===== src/rtl/bpm_test_link_pkg.sv =====
// Shared BPM test link packet format: header field positions, magic and FSM states.
// Latency: n/a (definitions only).
// Backpressure: n/a; both link ends import this so they agree on the wire format.
package bpm_test_link_pkg;

   localparam logic [7:0] MAGIC_DEFAULT = 8'hA5;

   // Header word layout: {magic[7:0], bpmIndex[7:0], seq[15:0]}
   localparam int MAGIC_LSB = 24;
   localparam int IDX_LSB   = 16;
   localparam int SEQ_LSB   = 0;

   typedef enum logic [1:0] {
      ST_IDLE,
      ST_HDR,
      ST_PAYLOAD,
      ST_DRAIN
   } link_state_e;

   function automatic logic [7:0] hdr_magic(input logic [31:0] h);
      return h[MAGIC_LSB +: 8];
   endfunction

   function automatic logic [7:0] hdr_bpm(input logic [31:0] h);
      return h[IDX_LSB +: 8];
   endfunction

   function automatic logic [15:0] hdr_seq(input logic [31:0] h);
      return h[SEQ_LSB +: 16];
   endfunction

endpackage


===== src/rtl/sat_counter.sv =====
// Saturating statistics counter with synchronous clear.
// Latency: count reflects inc/clr one cycle after the sampling edge.
// Backpressure: none; clear has priority over increment.
module sat_counter #(
   parameter int WIDTH = 16
) (
   input  logic             clk_i,
   input  logic             rst_ni,
   input  logic             inc_i,
   input  logic             clr_i,
   output logic [WIDTH-1:0] count_o
);

   logic [WIDTH-1:0] count_q, count_d;

   // Next count: clear wins, otherwise increment and hold at all-ones
   always_comb begin
      count_d = count_q;
      if (clr_i) begin
         count_d = '0;
      end else if (inc_i && (count_q != '1)) begin
         count_d = count_q + WIDTH'(1);
      end
   end

   // Count register
   always_ff @(posedge clk_i or negedge rst_ni) begin
      if (!rst_ni) begin
         count_q <= '0;
      end else begin
         count_q <= count_d;
      end
   end

   assign count_o = count_q;

endmodule


===== src/rtl/read_bpm_test_link.sv =====
// Receive-side checker for the BPM test link: framing, sequence, payload, FA latency.
// Latency: pktGood/counters/status update on the edge that accepts tlast (visible next cycle).
// Backpressure: none; passive observer of an RX stream without tready.
module read_bpm_test_link
   import bpm_test_link_pkg::*;
#(
   parameter int         WORDS_PER_PACKET = 4,
   parameter logic [7:0] MAGIC            = MAGIC_DEFAULT,
   parameter int         COUNTER_WIDTH    = 16,
   parameter int         LATENCY_WIDTH    = 12
) (
   input  logic                     auroraUserClk,
   input  logic                     auroraResetN,
   input  logic                     auroraChannelUp,
   input  logic                     auroraFAstrobe,
   input  logic [31:0]              BPM_TEST_AXI_STREAM_RX_tdata,
   input  logic                     BPM_TEST_AXI_STREAM_RX_tvalid,
   input  logic                     BPM_TEST_AXI_STREAM_RX_tlast,
   input  logic                     csrClear,
   output logic [COUNTER_WIDTH-1:0] pktCount,
   output logic [COUNTER_WIDTH-1:0] seqErrCount,
   output logic [COUNTER_WIDTH-1:0] dataErrCount,
   output logic [COUNTER_WIDTH-1:0] lenErrCount,
   output logic [7:0]               lastBpmIndex,
   output logic [15:0]              lastSeq,
   output logic [LATENCY_WIDTH-1:0] latency,
   output logic                     pktGood
);

   localparam int              IW       = $clog2(WORDS_PER_PACKET);
   localparam logic [IW-1:0]   LAST_IDX = IW'(WORDS_PER_PACKET - 1);

   link_state_e              state_q, state_d;
   logic [31:0]              hdr_q, hdr_d;
   logic [IW-1:0]            idx_q, idx_d;
   logic                     bad_q, bad_d;
   logic [LATENCY_WIDTH-1:0] hdr_lat_q, hdr_lat_d;

   logic [LATENCY_WIDTH-1:0] lat_cnt_q, lat_cnt_d, lat_now;
   logic                     lat_run_q, lat_run_d;

   logic                     seq_valid_q, seq_valid_d;
   logic [7:0]               last_bpm_q, last_bpm_d;
   logic [15:0]              last_seq_q, last_seq_d;
   logic [LATENCY_WIDTH-1:0] latency_q, latency_d;
   logic                     pkt_good_q, pkt_good_d;

   logic                     good_ev, data_err_ev, len_err_ev, seq_err_ev;
   logic                     word_vld, word_last, payload_mis;
   logic [31:0]              word_dat;

   assign word_vld    = BPM_TEST_AXI_STREAM_RX_tvalid;
   assign word_last   = BPM_TEST_AXI_STREAM_RX_tlast;
   assign word_dat    = BPM_TEST_AXI_STREAM_RX_tdata;
   assign payload_mis = (word_dat != (hdr_q + 32'(idx_q)));

   // FA latency timer: lat_now is the count including this cycle, which is what a
   // header accepted now captures (so a coincident strobe still yields the old count)
   always_comb begin
      lat_now = lat_cnt_q;
      if (lat_run_q && (lat_cnt_q != '1)) begin
         lat_now = lat_cnt_q + LATENCY_WIDTH'(1);
      end
      lat_cnt_d = auroraFAstrobe ? '0 : lat_now;
      lat_run_d = lat_run_q | auroraFAstrobe;
   end

   // Framing FSM next state and per-packet error/good events (one event per packet)
   always_comb begin
      state_d     = state_q;
      hdr_d       = hdr_q;
      idx_d       = idx_q;
      bad_d       = bad_q;
      hdr_lat_d   = hdr_lat_q;
      good_ev     = 1'b0;
      data_err_ev = 1'b0;
      len_err_ev  = 1'b0;
      if (!auroraChannelUp) begin
         state_d = ST_IDLE;
      end else begin
         case (state_q)
            ST_IDLE: state_d = ST_HDR;
            ST_HDR: begin
               if (word_vld) begin
                  if (word_last) begin
                     // Single-word packet: already resynchronised, wait for next header
                     len_err_ev = 1'b1;
                  end else if (hdr_magic(word_dat) != MAGIC) begin
                     data_err_ev = 1'b1;
                     state_d     = ST_DRAIN;
                  end else begin
                     hdr_d     = word_dat;
                     idx_d     = IW'(1);
                     bad_d     = 1'b0;
                     hdr_lat_d = lat_now;
                     state_d   = ST_PAYLOAD;
                  end
               end
            end
            ST_PAYLOAD: begin
               if (word_vld) begin
                  if (idx_q == LAST_IDX) begin
                     if (!word_last) begin
                        len_err_ev = 1'b1;
                        state_d    = ST_DRAIN;
                     end else if (bad_q || payload_mis) begin
                        data_err_ev = 1'b1;
                        state_d     = ST_HDR;
                     end else begin
                        good_ev = 1'b1;
                        state_d = ST_HDR;
                     end
                  end else if (word_last) begin
                     len_err_ev = 1'b1;
                     state_d    = ST_HDR;
                  end else begin
                     bad_d = bad_q | payload_mis;
                     idx_d = idx_q + IW'(1);
                  end
               end
            end
            ST_DRAIN: begin
               if (word_vld && word_last) begin
                  state_d = ST_HDR;
               end
            end
            default: state_d = ST_IDLE;
         endcase
      end
   end

   assign seq_err_ev = good_ev && seq_valid_q &&
                       (hdr_seq(hdr_q) != (last_seq_q + 16'd1));

   // Published status for the last good packet; csrClear wins over any update
   always_comb begin
      seq_valid_d = seq_valid_q;
      last_bpm_d  = last_bpm_q;
      last_seq_d  = last_seq_q;
      latency_d   = latency_q;
      pkt_good_d  = good_ev & ~csrClear;
      if (csrClear) begin
         seq_valid_d = 1'b0;
         last_bpm_d  = '0;
         last_seq_d  = '0;
         latency_d   = '0;
      end else begin
         if (!auroraChannelUp) begin
            seq_valid_d = 1'b0;
         end
         if (good_ev) begin
            seq_valid_d = 1'b1;
            last_bpm_d  = hdr_bpm(hdr_q);
            last_seq_d  = hdr_seq(hdr_q);
            latency_d   = hdr_lat_q;
         end
      end
   end

   // State and status registers
   always_ff @(posedge auroraUserClk or negedge auroraResetN) begin
      if (!auroraResetN) begin
         state_q     <= ST_IDLE;
         hdr_q       <= '0;
         idx_q       <= '0;
         bad_q       <= 1'b0;
         hdr_lat_q   <= '0;
         lat_cnt_q   <= '0;
         lat_run_q   <= 1'b0;
         seq_valid_q <= 1'b0;
         last_bpm_q  <= '0;
         last_seq_q  <= '0;
         latency_q   <= '0;
         pkt_good_q  <= 1'b0;
      end else begin
         state_q     <= state_d;
         hdr_q       <= hdr_d;
         idx_q       <= idx_d;
         bad_q       <= bad_d;
         hdr_lat_q   <= hdr_lat_d;
         lat_cnt_q   <= lat_cnt_d;
         lat_run_q   <= lat_run_d;
         seq_valid_q <= seq_valid_d;
         last_bpm_q  <= last_bpm_d;
         last_seq_q  <= last_seq_d;
         latency_q   <= latency_d;
         pkt_good_q  <= pkt_good_d;
      end
   end

   sat_counter #(.WIDTH(COUNTER_WIDTH)) u_pkt_cnt (
      .clk_i(auroraUserClk), .rst_ni(auroraResetN),
      .inc_i(good_ev), .clr_i(csrClear), .count_o(pktCount)
   );

   sat_counter #(.WIDTH(COUNTER_WIDTH)) u_seq_err_cnt (
      .clk_i(auroraUserClk), .rst_ni(auroraResetN),
      .inc_i(seq_err_ev), .clr_i(csrClear), .count_o(seqErrCount)
   );

   sat_counter #(.WIDTH(COUNTER_WIDTH)) u_data_err_cnt (
      .clk_i(auroraUserClk), .rst_ni(auroraResetN),
      .inc_i(data_err_ev), .clr_i(csrClear), .count_o(dataErrCount)
   );

   sat_counter #(.WIDTH(COUNTER_WIDTH)) u_len_err_cnt (
      .clk_i(auroraUserClk), .rst_ni(auroraResetN),
      .inc_i(len_err_ev), .clr_i(csrClear), .count_o(lenErrCount)
   );

   assign lastBpmIndex = last_bpm_q;
   assign lastSeq      = last_seq_q;
   assign latency      = latency_q;
   assign pktGood      = pkt_good_q;

endmodule

===== config.mk =====
export PLATFORM = sky130hd
export DESIGN_NAME = read_bpm_test_link
export DESIGN_NICKNAME = d
export VERILOG_FILES = /design/src/rtl/bpm_test_link_pkg.sv /design/src/rtl/sat_counter.sv /design/src/rtl/read_bpm_test_link.sv
export SDC_FILE = /design/constraint.sdc
export NUM_CORES = 1
export LEC_CHECK = 0
export CAP_MARGIN = 20
export CORE_ASPECT_RATIO = 0.7
export CORE_MARGIN = 10
export CORE_UTILIZATION = 45
export DETAILED_ROUTE_END_ITERATION = 7
export HOLD_SLACK_MARGIN = 0.1
export PLACE_DENSITY = 0.68
export SLEW_MARGIN = 20
export SYNTH_ARGS = -nofsm -noshare
export SYNTH_HDL_FRONTEND = slang
export SYNTH_HIERARCHICAL = 1
export SYNTH_SLANG_ARGS = --single-unit

===== constraint.sdc =====
create_clock -name auroraUserClk -period 12.45 [get_ports auroraUserClk]
set_input_delay 2.49 -clock auroraUserClk [delete_from_list [all_inputs] [get_ports auroraUserClk]]
set_output_delay 2.49 -clock auroraUserClk [all_outputs]
set_load 0.02 [all_outputs]

==> summary by stage, run 1 <==
Outcome
The flow ran to the end, and the final reports show no timing, DRC or antenna violations.

Worst hold path
Counting instances, the worst hold path has a depth of 2. The terminating pin of the worst hold path is hdr_lat_q[10]$_DFFE_PN0P_. The start point of the worst hold path is hdr_lat_q[10]$_DFFE_PN0P_. The class of the tightest hold or removal check is flop to flop.

Routing
The first TritonRoute pass finished after 5 iterations. Once detail routing completed, the nets flagged for antenna violations numbered 0. The DRC violation total after the first TritonRoute iteration is 807.

Summing over every cut layer, the via total after detailed routing is 9098. The via-per-instance ratio is 6.21. The number of remaining DRC errors is 0.

The aggregate routed wire length is 29500 um. The detailed-route wire length per cell is 20.1 um.

Critical path
The worst register-to-register path ends at u_seq_err_cnt/count_o[3]$_DFFE_PN0P_. The critical path is of the input port to flop type. The startpoint type of the worst setup path is an input port. The worst path required time is 12.81 ns. The worst register-to-register path has a depth of 15. Along the worst path, the maximum fanout reaches 37. The worst setup slack for register-to-register paths is 7.13 ns. The worst setup path is captured at a flop.

The startpoint of the worst-slack reg-to-reg timing path is hdr_q[0]$_DFFE_PN0P_. The data arrival time of the worst path is 7.10 ns.

Floorplan
The die is 199 um wide. The number of top-level pins is 140. The core region is 0.0219 mm2. The die footprint is 0.0290 mm2. The starting utilization of the core area is 0.462. The die is 146 um tall. In this run the core area contains 45 standard-cell rows.

Synth
The post-synthesis net count is 1134. For this run, the number of Yosys warnings is 6. The unique cell type count in the Yosys netlist is 71. The count of flip-flops with a built-in enable after synthesis is 0. The share of synthesized flip-flops with an asynchronous set or reset is 1.00. The cell count after synthesis is 1081.

The share of synthesized area in the top cell type comes to 0.405. After synthesis, the cell types taking the most area are dfrtp_1 (41%), nand4_1 (5.1%), o31ai_1 (5.0%). The cell area that synthesis handed to floorplanning was 0.0101 mm2. Among all flip-flop cells after synthesis, the most frequent one is dfrtp_1. The synthesized area divided by synthesized cell count is 9.37 um2. Of all cell types, the one taking the most synthesized area is dfrtp_1.

Of the synthesized area, sequential elements account for 0.405. After synthesis the netlist holds a flip-flop and latch count of 164.

Timing
The clock period could shrink to 6.74 ns. The total count of hold-check failures in the final report came to 0. The actual transition at the worst max-transition pin is 1.05 ns. The final number of max-transition violations is 0. The final worst-path cycle share is 0.542. The clock skew after layout is 0.0112 ns. The accumulated negative setup slack is 0 ns.

The timing-limited maximum frequency is 148 MHz. Setup repair after global routing left no endpoint under its margin. The least setup slack across all paths after layout is 5.71 ns. Measured against its own limit, the worst slew margin works out to 0.284.

The number of failing setup endpoints in the final timing report is 0.

Place
The count of buffers added on input and output ports is 139. The setup slack at placement is 5.35 ns. The number of placed instances with taps included is 1433. The detailed-placement wirelength estimate is 20100 um. Routability-driven placement finished with a final weighted congestion of 0.883.

Finish
The growth of design area from synthesis to finish is 20.1%. Counting the fill cells in the layout gives 2003. 0 antenna diodes ended up in the layout. The final core utilization is 0.555. The multi-input combinational cells in the finished layout cover a total of 0.00557 mm2.

In the final layout, the share of cells above drive strength 1 is 0.106. Leaving out filler cells and counting taps, the final layout contains 1465. Summing all flip-flop and latch instances after layout gives 0.00410 mm2.

The net count of the finished layout is 1223.

Clock tree
The TritonCTS clock tree is built. The insertion delay to the later sink of the worst-skew pair is 0.45 ns. In this run the number of H-tree levels came out at 4.

The buffer cell driving the clock tree root is clkbuf_16. Clock tree synthesis inserted a total of 17 buffers. The longest clock path from root to sink contains 2 buffers. The clock-pin slew of the registers on the worst-case setup and hold paths is 0.07 ns. After clock tree synthesis, the flow added hold-fix buffers numbering 0. Once the clock tree was built, the setup fixing pass inserted 0 buffers. The clock net in this run drives a total of 164 sinks.

Gates resized during post-CTS repair numbered 0.

Global route
Entering global routing, the biggest net connects 97 pins. The first-pass GRT wire length is 47700 um. The total overflow left after global routing is 0. Across every metal layer, demand over resource in global routing totals 0.202. The number of global-route vias before repair is 8611. The initial antenna violation count was 2.

Pwr
The static leakage power is 4.67 nW. For this design the total switching power over the nets is 0.318 mW. Internal power comes to 0.862 mW. The power consumption is 1.18 mW.

The worst voltage drop across the vdd grid is 100 uV. The switching power share of the total is 0.269. Power spread over the standard cell area amounts to 97.1 mW/mm2.

The sequential fraction of design power is 0.466. Of the total power, combinational logic draws 0.088. The share of total power dissipated in the clock network is 0.446.

Flow run
The max-capacitance violation count is 0.
==> kinds of logic (layout without fill, tap and decap cells) <==
logic type,after synthesis,after routing,synth area share
AOI/OAI and AO/OA,251,251,0.162
xor gates and xnor gates,69,69,0.0597
adders and majority gates,14,14,0.0180
buffers and inverters,103,205,0.0476
DFF,164,164,0.405
muxes,46,46,0.0508
and+or+nand+nor,434,434,0.256
==> layout make-up <==
cell class	count	area share
Tap cell	282	0.0290
Clock inverter	14	0.0119
Timing Repair Buffer	149	0.121
Inverter	24	0.00741
Multi-Input combinational cell	814	0.458
Sequential cell	164	0.338
Clock buffer	18	0.0353
==> per-layer routing <==
layer | track usage | routed length (um) | vias up
li1 | - | - | 4289
met5 | 0 | 26 | -
met4 | 0.0567 | 452 | 4
met1 | 0.295 | 13900 | 4464
met2 | 0.286 | 12600 | 305
met3 | 0.0501 | 2480 | 36
==> power by group through the flow <==
stage	registers, mW	logic [mW]	clock network (mW)
after floorplan	0.558	0.0600	0
after global placement	0.560	0.102	0
after detailed placement	0.561	0.104	0
after CTS	0.550	0.104	0.538
after global routing	0.551	0.116	0.559
final	0.550	0.104	0.526
==> cells in the mapped netlist (9+ instances only) <==
cell type	number
or4_1	26
nor2b_1	18
nor3_1	23
o21ai_0	23
mux2_1	16
xnor2_1	41
and3_1	12
buf_4	9
a21oi_1	94
nor2_1	56
xor2_1	28
nand3_1	31
clkbuf_1	50
dfrtp_1	164
ha_1	13
inv_1	23
nor4_1	26
or3_1	15
o21ai_1	12
o31ai_1	68
nand4_1	83
mux2_2	27
buf_2	13
nand2_1	73
==> how the worst max path moves through the flow <==
stage / startpoint / end / slack (ns) / depth (start not counted)
4_1_cts: BPM_TEST_AXI_STREAM_RX_tdata[3] / u_seq_err_cnt/count_o[3]$_DFFE_PN0P_ / 5.80 / 14
6_report: BPM_TEST_AXI_STREAM_RX_tdata[3] / u_seq_err_cnt/count_o[3]$_DFFE_PN0P_ / 5.71 / 14
2_1_floorplan: BPM_TEST_AXI_STREAM_RX_tdata[19] / u_seq_err_cnt/count_o[3]$_DFFE_PN0P_ / 6.73 / 14
3_5_place_dp: BPM_TEST_AXI_STREAM_RX_tdata[3] / u_seq_err_cnt/count_o[3]$_DFFE_PN0P_ / 5.35 / 14
5_1_grt: BPM_TEST_AXI_STREAM_RX_tdata[3] / u_seq_err_cnt/count_o[2]$_DFFE_PN0P_ / 5.44 / 14
3_3_place_gp: BPM_TEST_AXI_STREAM_RX_tdata[3] / u_seq_err_cnt/count_o[3]$_DFFE_PN0P_ / 5.40 / 14
==> worst max-delay path: stages <==
cell and delay, ns:
clkdlybuf4s50_1 0.49, xor2_1 0.19, nand3_1 0.10, a2111oi_0 0.95, nand4_1 0.17, nor4_1 0.28, o2111ai_2 0.16, buf_4 0.31
or3_4 0.45, inv_2 0.10, o311a_1 0.23, inv_1 0.29, or4_2 0.72, a21oi_1 0.16
==> placed cells by master (no fill, tap or decap), types with 12 or more instances in the layout <==
cell,instances
a21oi_1,94
and3_1,12
clkbuf_16,17
clkdlybuf4s50_1,137
dfrtp_1,164
ha_1,13
inv_1,23
mux2_1,16
mux2_2,27
nand2_1,73
nand3_1,31
nand4_1,83
nor2_1,55
nor2b_1,18
nor3_1,23
nor4_1,26
o21ai_0,23
o21ai_1,12
o31ai_1,68
or3_1,15
or4_1,26
xnor2_1,41
xor2_1,28
==> per-stage QoR <==
| stage | hold WS (ns) | instance area, um2 |
|---|---|---|
| after CTS | 0.492 | 12200 |
| after detailed placement | 0.476 | 11600 |
| after global routing | 0.518 | 12200 |
| after global placement | 0.467 | 11600 |
| after floorplan | 0.440 | 10100 |
| final | 0.489 | 12200 |
==> flip-flops by register name, summed over array words and instances, names as in the netlist <==
register                cells
hdr_q                      32
lastSeq                    16
u_data_err_cnt/count_o     16
u_len_err_cnt/count_o      16
u_pkt_cnt/count_o          16
u_seq_err_cnt/count_o      16
hdr_lat_q                  12
lat_cnt_q                  12
latency                    12
lastBpmIndex                8
idx_q                       2
state_q                     2
bad_q                       1
lat_run_q                   1
pktGood                     1
seq_valid_q                 1
Note: power is estimated with default switching activity, not from simulation.
==> run 2: changes to the inputs <==
==> constraint.sdc (replaced) <==
create_clock -name auroraUserClk -period 6.7 [get_ports auroraUserClk]
set_input_delay 1.34 -clock auroraUserClk [delete_from_list [all_inputs] [get_ports auroraUserClk]]
set_output_delay 1.34 -clock auroraUserClk [all_outputs]
set_load 0.02 [all_outputs]
==> summary by stage, run 2 (same netlist as run 1, synthesis figures left out) <==
Outcome
The run finished with clean final reports.

Floorplan
The die footprint is 0.0290 mm2 (unchanged). The number of top-level pins is 140 (unchanged). The row count is 45 (unchanged). The horizontal die dimension is 199 um (unchanged). The starting utilization of the core area is 0.462 (unchanged).

The floorplan die height was 146 um (unchanged). The area of the placeable core is 0.0219 mm2 (unchanged).

Critical path
The maximum fanout along the worst path is 22 (-41%). The number of cell instances on the worst register-to-register path was 14 (-1). The launch point of the worst path is BPM_TEST_AXI_STREAM_RX_tdata[3]. The data arrival time of the worst path is 5.73 ns (-1.37 ns). The setup path with the least slack is of type input port to flop. STA classifies the critical path endpoint as a flop. The combined buffer and inverter count along the critical path came to 3 (-1). STA classifies the critical path startpoint as an input port. Walking the worst path, the cells encountered are clkdlybuf4s50_1 > xor2_1 > nand3_1 > a2111oi_0 > nand4_1 > nor4_1 > o2111ai_2 > or3_4 > inv_2 > o311a_1 > inv_1 > or4_2 > a21oi_1. The biggest cell delay along the critical path came to 0.97 ns (+0.02 ns). The critical path's top delay family is simple AND/OR/NAND/NOR gates. In this run the critical register-to-register path is launched from hdr_q[0]$_DFFE_PN0P_. The instance count on the critical path is 13 (-1). The worst path required time is 7.05 ns (-5.76 ns). The slowest cell on the critical path is a2111oi_0.

Global route
The total global routing overflow is 0 (unchanged). The maximum number of pins on one net before global-route repair is 67 (-31%). The overall fraction of global-route tracks in use came to 0.205 (+0.00343). The first-pass GRT wire length was 48500 um (+1.7%). The number of global-route vias before repair is 8543 (-0.79%).

The initial antenna violation count is 4 (+2).

Routing
The DRC violation total after the first TritonRoute iteration was 1027 (+27%). The aggregate routed wire length is 30200 um (+2.5%). The total iterations of the first detailed-routing run is 5 (unchanged). The antenna violation net count after detailed routing is 0 (unchanged). The detailed-route wire length per cell is 20.6 um (+2.2%). The total number of vias is 9175 (+0.85%). The number of remaining DRC errors is 0 (unchanged). The via-per-instance ratio came to 6.25 (+0.57%).

Clock tree
The clock-pin slew of the registers on the worst-case setup and hold paths came to 0.07 ns (about the same). The insertion delay to the later sink of the worst-skew pair is 0.44 ns (about the same). The CTS buffer count is 17 (unchanged). The deepest level of the CTS H-tree is 4 (unchanged). The number of buffers inserted by post-CTS setup repair came to 0 (unchanged). The total of cells resized after clock tree synthesis is 0 (unchanged).

The number of sinks driven by the clock tree was 164 (unchanged). TritonCTS built the clock tree. The number of buffers inserted for hold repair after clock tree synthesis is 0 (unchanged). The number of buffers between clock root and the deepest sink was 2 (unchanged).

The tree is rooted in a clkbuf_16.

Timing
The worst slew margin relative to its limit is 0.266 (-0.0178). The actual transition at the worst max-transition pin is 1.07 ns (+0.0260 ns). The final number of max-transition violations came to 0 (unchanged). The worst path in the final design needs a cycle of 5.39 ns, including I/O delays and setup. Setup repair after global routing left no endpoint under its margin. The clock skew after layout is 0.0171 ns (+0.00591 ns).

The number of failing setup endpoints in the final timing report was 0 (unchanged). The worst-case hold slack came to 0.484 ns (-0.00527 ns). Static timing analysis puts the maximum clock frequency at 186 MHz. The total count of hold-check failures in the final report is 0 (unchanged). In the finished design, the share of the clock period the worst path needs comes to 0.804.

The accumulated negative setup slack is 0 ns (unchanged).

Place
The final RePlAce weighted congestion was 0.916 (+3.7%). The count of port buffers added during placement was 139 (unchanged). The detailed-placement wirelength estimate is 20400 um (+1.7%).

Pwr
The worst voltage drop across the vdd grid came to 183 uV (+83%). The power per cell area came to 183 mW/mm2 (+88%). The static leakage power is 4.70 nW (+0.50%).

Worst hold path
The cell count of the worst hold path is 2 (unchanged). The startpoint identified for the worst hold timing path is hdr_lat_q[2]$_DFFE_PN0P_. The path class of the tightest hold or removal check is flop to flop.

Finish
The number of flip-flops in the largest register is 32 (unchanged). The fraction of layout cells with a size suffix above 1 came to 0.107 (+0.00151). The number of fill cells in the layout is 1966 (-1.8%).

The number of nets at the end of the flow is 1226 (+0.25%). The register with the most flip-flops is hdr_q. Leaving out fill and tap cells, the most frequent cell in the layout is dfrtp_1. In the layout the commonest cells are dfrtp_1 (164), clkdlybuf4s50_1 (137), a21oi_1 (94). The growth of design area from synthesis to finish is 20.5%.

Flow run
The max-capacitance violation count came to 0 (unchanged).
-- run 2: cell count changes in the layout (fill, tap and decap cells not counted), moves of 2 or more --
cell / change
inv_8: -3
buf_4: +3
clkbuf_8: +3
diode_2: +2
-- run 2: final cells by class --
cell class | count | area [um2] | share of cell area
Multi-Input combinational cell | 814 | 5570 | 0.456
Sequential cell | 164 | 4100 | 0.336
Timing Repair Buffer | 152 | 1490 | 0.122
Clock buffer | 21 | 470 | 0.0385
Tap cell | 282 | 353 | 0.0289
Clock inverter | 10 | 124 | 0.0101
Inverter | 24 | 90.1 | 0.00738
Antenna cell | 2 | 5.00 | 0.000410
-- run 2: report_power, final --
group	internal [mW]	switching, mW	leakage (nW)	total [mW]
clock	0.581	0.429	0.291	1.01
combinational	0.0755	0.122	2.13	0.198
sequential	1.00	0.0191	2.28	1.02
-- run 2: metal layers --
metal / share of wire / vias up / global-route usage / wire length (um)
met3: 0.086 / 22 / 0.0528 / 2600
met2: 0.43 / 299 / 0.287 / 13100
li1: - / 4282 / - / -
met1: 0.47 / 4568 / 0.306 / 14200
met4: 0.0076 / 4 / 0.0468 / 230
met5: 0.00089 / - / 0 / 27
-- run 2: path summary, 6_finish.rpt --
kind / endpoint / slack [ns]
setup / recovery: u_seq_err_cnt/count_o[3]$_DFFE_PN0P_ / 1.31
hold / removal: hdr_lat_q[2]$_DFFE_PN0P_ / 0.48
setup reg to reg: u_seq_err_cnt/count_o[3]$_DFFE_PN0P_ / 1.67
hold reg to reg: hdr_lat_q[2]$_DFFE_PN0P_ / 0.48
max in group asynchronous: u_pkt_cnt/count_o[7]$_DFFE_PN0P_ / 4.54
min in group asynchronous: hdr_q[9]$_DFFE_PN0P_ / 0.91
-- run 2: per-stage QoR --
stage	util	std cells	instance area [um2]	setup WS (ns)	power [mW]
after global placement	0.530	1436	11600	1.00	1.23
final	0.557	1469	12200	1.31	2.23
after CTS	0.557	1467	12200	1.40	2.25
after floorplan	-	1081	10100	2.13	1.15
after global routing	0.557	1469	12200	1.04	2.32
after detailed placement	0.530	1436	11600	0.960	1.24
-- run 2: worst register-to-register path, delay by kind of cell, from the launching register on --
kind	cells	cell delay, ns
simple gates	5	2.22
compound gates	4	1.21
fa+ha+maj	2	0.60
flops	1	0.41
buf+inv	2	0.41
xor+xnor	1	0.10
